<file path="src/rtl/ifetch_queue_if.sv">
// rtl/ifetch_queue_if.sv - fetch front-end bus: imem port, redirect, enable and decode stream
interface ifetch_queue_if;
  logic        fetch_en;
  logic [31:0] imem_pc;
  logic [31:0] imem_inst;
  logic        redirect_valid;
  logic [31:0] redirect_pc;
  logic        out_valid;
  logic        out_ready;
  logic [31:0] out_pc;
  logic [31:0] out_inst;

  // Fetch unit side: drives the ROM address and the decode stream.
  modport master (
    input  fetch_en,
    output imem_pc,
    input  imem_inst,
    input  redirect_valid,
    input  redirect_pc,
    output out_valid,
    input  out_ready,
    output out_pc,
    output out_inst
  );

  // Environment side: ROM, branch unit and decode.
  modport slave (
    output fetch_en,
    input  imem_pc,
    output imem_inst,
    output redirect_valid,
    output redirect_pc,
    input  out_valid,
    output out_ready,
    input  out_pc,
    input  out_inst
  );
endinterface

</file>
<file path="src/rtl/ifetch_queue.sv">
// rtl/ifetch_queue.sv - instruction fetch front end: PC owner, imem driver, {pc,inst} FIFO to decode
module ifetch_queue #(
  parameter logic [31:0] RESET_PC = 32'h0000_0000,
  parameter int          DEPTH    = 2
) (
  input  logic           clk,
  input  logic           rst_n,
  ifetch_queue_if.master bus
);

  localparam int PW = $clog2(DEPTH);
  localparam logic [PW:0] FULL_COUNT = (PW+1)'(DEPTH);

  logic [31:0]   fetch_pc;
  logic [PW:0]   count;
  logic [PW-1:0] wr_ptr;
  logic [PW-1:0] rd_ptr;
  logic [31:0]   pc_mem   [DEPTH];
  logic [31:0]   inst_mem [DEPTH];

  logic pop;
  logic push;

  // Handshake decode; a full queue still accepts a push when the head leaves the same cycle.
  always_comb begin
    pop  = bus.out_valid & bus.out_ready;
    push = bus.fetch_en & ~bus.redirect_valid & ((count < FULL_COUNT) | pop);
  end

  // ROM address and head-of-queue outputs come straight from registers.
  always_comb begin
    bus.imem_pc   = fetch_pc;
    bus.out_valid = (count != '0);
    bus.out_pc    = pc_mem[rd_ptr];
    bus.out_inst  = inst_mem[rd_ptr];
  end

  // PC, pointers and occupancy; a redirect flushes everything and retargets the PC.
  always_ff @(posedge clk or negedge rst_n) begin
    if (!rst_n) begin
      fetch_pc <= RESET_PC;
      count    <= '0;
      wr_ptr   <= '0;
      rd_ptr   <= '0;
    end else if (bus.redirect_valid) begin
      fetch_pc <= bus.redirect_pc & ~32'd3;
      count    <= '0;
      wr_ptr   <= '0;
      rd_ptr   <= '0;
    end else begin
      if (push) begin
        fetch_pc <= fetch_pc + 32'd4;
        wr_ptr   <= wr_ptr + PW'(1);
      end
      if (pop) begin
        rd_ptr <= rd_ptr + PW'(1);
      end
      case ({push, pop})
        2'b10:   count <= count + (PW+1)'(1);
        2'b01:   count <= count - (PW+1)'(1);
        default: count <= count;
      endcase
    end
  end

  // Entry storage; cleared on reset so the idle outputs read as zero.
  always_ff @(posedge clk or negedge rst_n) begin
    if (!rst_n) begin
      for (int i = 0; i < DEPTH; i++) begin
        pc_mem[i]   <= '0;
        inst_mem[i] <= '0;
      end
    end else if (push) begin
      pc_mem[wr_ptr]   <= fetch_pc;
      inst_mem[wr_ptr] <= bus.imem_inst;
    end
  end

endmodule

</file>
<file path="src/flat_wrapper.sv">
// flat-port wrapper written by rule: the top's interface ports become plain ports
module ifetch_queue_flat 
#(
  parameter logic [31:0] RESET_PC = 32'h0000_0000,
  parameter int          DEPTH    = 2
)
  (clk, rst_n, bus_fetch_en, bus_imem_pc, bus_imem_inst, bus_redirect_valid, bus_redirect_pc, bus_out_valid, bus_out_ready, bus_out_pc, bus_out_inst);
  ifetch_queue_if bus_i ();
  input  logic clk;
  input  logic rst_n;
  input wire logic [$bits(bus_i.fetch_en)-1:0] bus_fetch_en;
  output wire logic [$bits(bus_i.imem_pc)-1:0] bus_imem_pc;
  input wire logic [$bits(bus_i.imem_inst)-1:0] bus_imem_inst;
  input wire logic [$bits(bus_i.redirect_valid)-1:0] bus_redirect_valid;
  input wire logic [$bits(bus_i.redirect_pc)-1:0] bus_redirect_pc;
  output wire logic [$bits(bus_i.out_valid)-1:0] bus_out_valid;
  input wire logic [$bits(bus_i.out_ready)-1:0] bus_out_ready;
  output wire logic [$bits(bus_i.out_pc)-1:0] bus_out_pc;
  output wire logic [$bits(bus_i.out_inst)-1:0] bus_out_inst;
  assign bus_i.fetch_en = bus_fetch_en;
  assign bus_imem_pc = bus_i.imem_pc;
  assign bus_i.imem_inst = bus_imem_inst;
  assign bus_i.redirect_valid = bus_redirect_valid;
  assign bus_i.redirect_pc = bus_redirect_pc;
  assign bus_out_valid = bus_i.out_valid;
  assign bus_i.out_ready = bus_out_ready;
  assign bus_out_pc = bus_i.out_pc;
  assign bus_out_inst = bus_i.out_inst;
  ifetch_queue #(.RESET_PC(RESET_PC), .DEPTH(DEPTH)) u_core (.clk(clk), .rst_n(rst_n), .bus(bus_i));
endmodule
</file>
<file path="config.mk">
export PLATFORM = sky130hd
export DESIGN_NAME = ifetch_queue_flat
export DESIGN_NICKNAME = d
export VERILOG_FILES = /design/src/rtl/ifetch_queue_if.sv /design/src/rtl/ifetch_queue.sv /design/src/flat_wrapper.sv
export SDC_FILE = /design/constraint.sdc
export NUM_CORES = 1
export LEC_CHECK = 0
export ABC_AREA = 1
export BUFFER_PORTS_ARGS = -buffer_cell sky130_fd_sc_hd__clkbuf_2
export CELL_PAD_IN_SITES_DETAIL_PLACEMENT = 0
export CELL_PAD_IN_SITES_GLOBAL_PLACEMENT = 2
export CORE_ASPECT_RATIO = 0.8
export CORE_MARGIN = 2
export CORE_UTILIZATION = 28
export CTS_CLUSTER_DIAMETER = 120
export DETAILED_ROUTE_END_ITERATION = 8
export PLACE_DENSITY = 0.77
export SLEW_MARGIN = 20
export SYNTH_ARGS = -nofsm -noshare
export SYNTH_HDL_FRONTEND = slang
export SYNTH_SLANG_ARGS = --single-unit
export TNS_END_PERCENT = 5
</file>
<file path="constraint.sdc">
create_clock -name clk -period 1.45 [get_ports clk]
set_clock_uncertainty 0.1 [all_clocks]
set_input_delay 0.29 -clock clk [delete_from_list [all_inputs] [get_ports clk]]
set_output_delay 0.29 -clock clk [all_outputs]
set_load 0.05 [all_outputs]
</file>
==> results.cfg <==
[status]
status = finished, violations left
violations = setup timing

[grt]
busiest_layer = met1
grt_util_met3_pct = 3.031
grt_max_degree = 59
met1_usage_pct = 25.58
first_global_vias = 7044
track_usage_pct = 17.02
overflow = 0
antenna_found_initial = 0
grt_pass1_wl_mm = 38.57
grt.met2_usage_pct = 25.14

[route]
vias = 7252
drt_iter0_markers = 392
ant_nets = 0
post_drt_wl_per_cell_um = 14.34
drc = 0
drtPass1Iterations = 5
drt_wl_total_mm = 23.94
routed_via_density = 4.343

[worst_hold_path]
min_path_type = in -> reg
hp-start = bus_imem_inst[23]

[final_layout]
diodes = 0
nets = 1363
fill_cells = 2777
fin_area_sq_um = 12150
syn_to_final_growth_pct = 56.03
drive_above_1_share_pct = 33.00

[sta]
holdWs_ns = 0.01051
finalHoldViolCount = 0
rsz0062_at_grt = yes
fin_crit_ns = 1.907
final_max_slew_viol_count = 0
max_freq_mhz = 524.5
setup_ws_ns = -0.4566
min_period_over_period_pct = 131.5
setup_viol = 99

[clock_network]
cts_tree = yes
cts.path.max_buffers = 2
clock-sinks = 158
numCtsBuffers = 17
cts-root-buf = clkbuf_16
cts.htree.levels = 4
clock_latency_ns = 0.43
clk_pin_slew_ns = 0.07

[critical_path]
critical-path-max-stage-delay_ns = 0.45
path_max_fanout = 7
cp-start-kind = flip-flop
rr_startpoint = u_core.bus.imem_pc[2]$_DFFE_PN0P_
crit_path_frequent_cell = buf_4
worstPathArrival_ns = 1.52
end_kind = output port
path_cells = buf_4, buf_4, nand2_1, nand2_2, buf_12
cpLargestDelayFamily = buffers and inverters
crit_required_ns = 1.06
critPathBufInv = 3
crit_start = u_core.rd_ptr$_DFFE_PN0P_
slowest_stage = dfrtp_2
critPathKind = reg -> out

[synthesis]
syn_inst = 1037
synth-compound-area-share_pct = 11.52
muxShareOfSynthArea_pct = 0
synth-edff-count = 0
syn_area_sq_um = 7786
synth_adder_area_share_pct = 0.1607
yosys_register_bits = 158
synth-seq-area-share_pct = 50.78
synth-xor-area-share_pct = 0.7874
post_synth.cell_area_avg_sq_um = 7.508
synth_top_family_by_area = simple AND/OR/NAND/NOR gates
synth_cell_type_count = 33
ys.flop_type = dfrtp_1
yosysWarnings = 0
async_flop_share_pct = 100.0
synthSimpleGateAreaFrac_pct = 28.04

[power_and_ir_drop]
powerDensity_nw_per_um2 = 2032
total_power_w = 0.02469
vdd_drop_max_v = 0.001025
p_leak_nw = 6.008

[die]
rows = 54
dieHeight_um = 153.2
placeableCoreArea_sq_um = 27300
dieArea_sq_um = 29170
io-pin-count = 166
start_util_pct = 28.52
fp.dieW_um = 190.4

[placement]
pre_cts_slack_ns = -0.1119
placed_area_sq_um = 10530
io_buffers = 159
dp_hpwl_mm = 17.42
finalWeightedCongestion = 0.8401

[run]
maxCapViolCount = 0
[layout make-up]
type	count	area [sq um]	area share [%]
Clock buffer	19	452.9	3.728
Clock inverter	13	103.9	0.8548
Inverter	93	359.1	2.956
Multi-Input combinational cell	738	3468	28.55
Sequential cell	158	3978	32.74
Tap cell	364	455.4	3.749
Timing Repair Buffer	285	3332	27.43
[synthesized netlist by cell type (4+ instances only)]
master / instances / area (sq um)
buf_2: 6 / 30.03
o21ai_1: 105 / 525.5
buf_4: 5 / 37.54
o21ai_0: 41 / 205.2
nand2_4: 4 / 45.04
inv_1: 91 / 341.6
dfrtp_1: 158 / 3954
clkbuf_1: 24 / 90.09
nand3_1: 25 / 125.1
o21ai_2: 5 / 43.79
o211ai_1: 4 / 30.03
nor2_1: 50 / 187.7
nor3_1: 4 / 20.02
buf_6: 14 / 157.7
nand2_1: 470 / 1764
xor2_1: 5 / 43.79
[where the power goes]
part           leakage, nW  internal (W)  switching [W]
logic                 3.79       0.00577        0.00759
registers             1.95       0.00608       0.000965
clock network        0.271       0.00231        0.00196
[flip-flops by register name, indices dropped and copies added, names as in the netlist]
signal,flops
u_core.bus.imem_pc,30
u_core.count,2
u_core.inst_mem,64
u_core.pc_mem,60
u_core.rd_ptr,1
u_core.wr_ptr,1
[worst register-to-register path, stage by stage, from the launching register on]
cell and delay (ns):
dfrtp_2 0.41, ha_4 0.16, nand2_2 0.07, nor2_4 0.12
nand2_2 0.10, nor2_4 0.17, nand3_1 0.09, nand2_1 0.06
inv_1 0.03, nand2_1 0.04, nand2_1 0.04
[cells by family (layout without fill, tap and decap cells)]
| logic type | Yosys count | after routing |
|---|---|---|
| AOI/OAI and AO/OA | 168 | 168 |
| xor gates and xnor gates | 7 | 7 |
| adders and majority gates | 1 | 1 |
| buffers and inverters | 144 | 410 |
| DFF | 158 | 158 |
| other | 1 | 4 |
| and+or+nand+nor | 558 | 558 |
[metal layers]
layer	vias to the layer above	share of wire, %
met3	19	3.8
met4	0	1.6
met1	3328	52
met2	159	43
li1	3746	-
met5	-	0
[placed cells by master, fill, tap and decap left out, drive strengths merged, types with 5 or more instances in the layout]
cell	n
nand2	474
buf	167
dfrtp	158
o21ai	151
clkbuf	115
inv	97
nor2	52
nand3	25
dlygate4sd3	22
clkinv	7
xor2	5
[per-stage QoR]
step	setup TNS, ns	std cells	util [%]
after floorplan	-13.03	1040	-
after global placement	-2.432	1615	38.59
after detailed placement	-3.491	1615	38.59
after CTS	-33.04	1669	44.00
after global routing	-36.65	1670	44.51
final	-29.18	1670	44.51
[repair_timing]
item                                    4_1_cts  5_1_grt
endpoints found under the setup margin      113      187
resized for setup                           150       52
endpoints found under the hold margin       183        1
buffers inserted                              0        0
pin swaps                                     6        5
gates cloned                                  1        0
hold buffers                                 21        1
[worst paths after layout]
path | endpoint | slack (ns) | cells after the start
max | bus_out_inst[30] | -0.46 | 5
min | u_core.inst_mem[55]$_DFFE_PN0P_ | 0.01 | 3
max reg2reg | u_core.bus.imem_pc[26]$_DFFE_PN0P_ | -0.06 | 10
min reg2reg | u_core.pc_mem[30]$_DFFE_PN0P_ | 0.38 | 2
max in group asynchronous | u_core.inst_mem[0]$_DFFE_PN0P_ | 0.51 | 3
min in group asynchronous | u_core.inst_mem[56]$_DFFE_PN0P_ | 0.18 | 2
(Power assumes the default switching activity.)
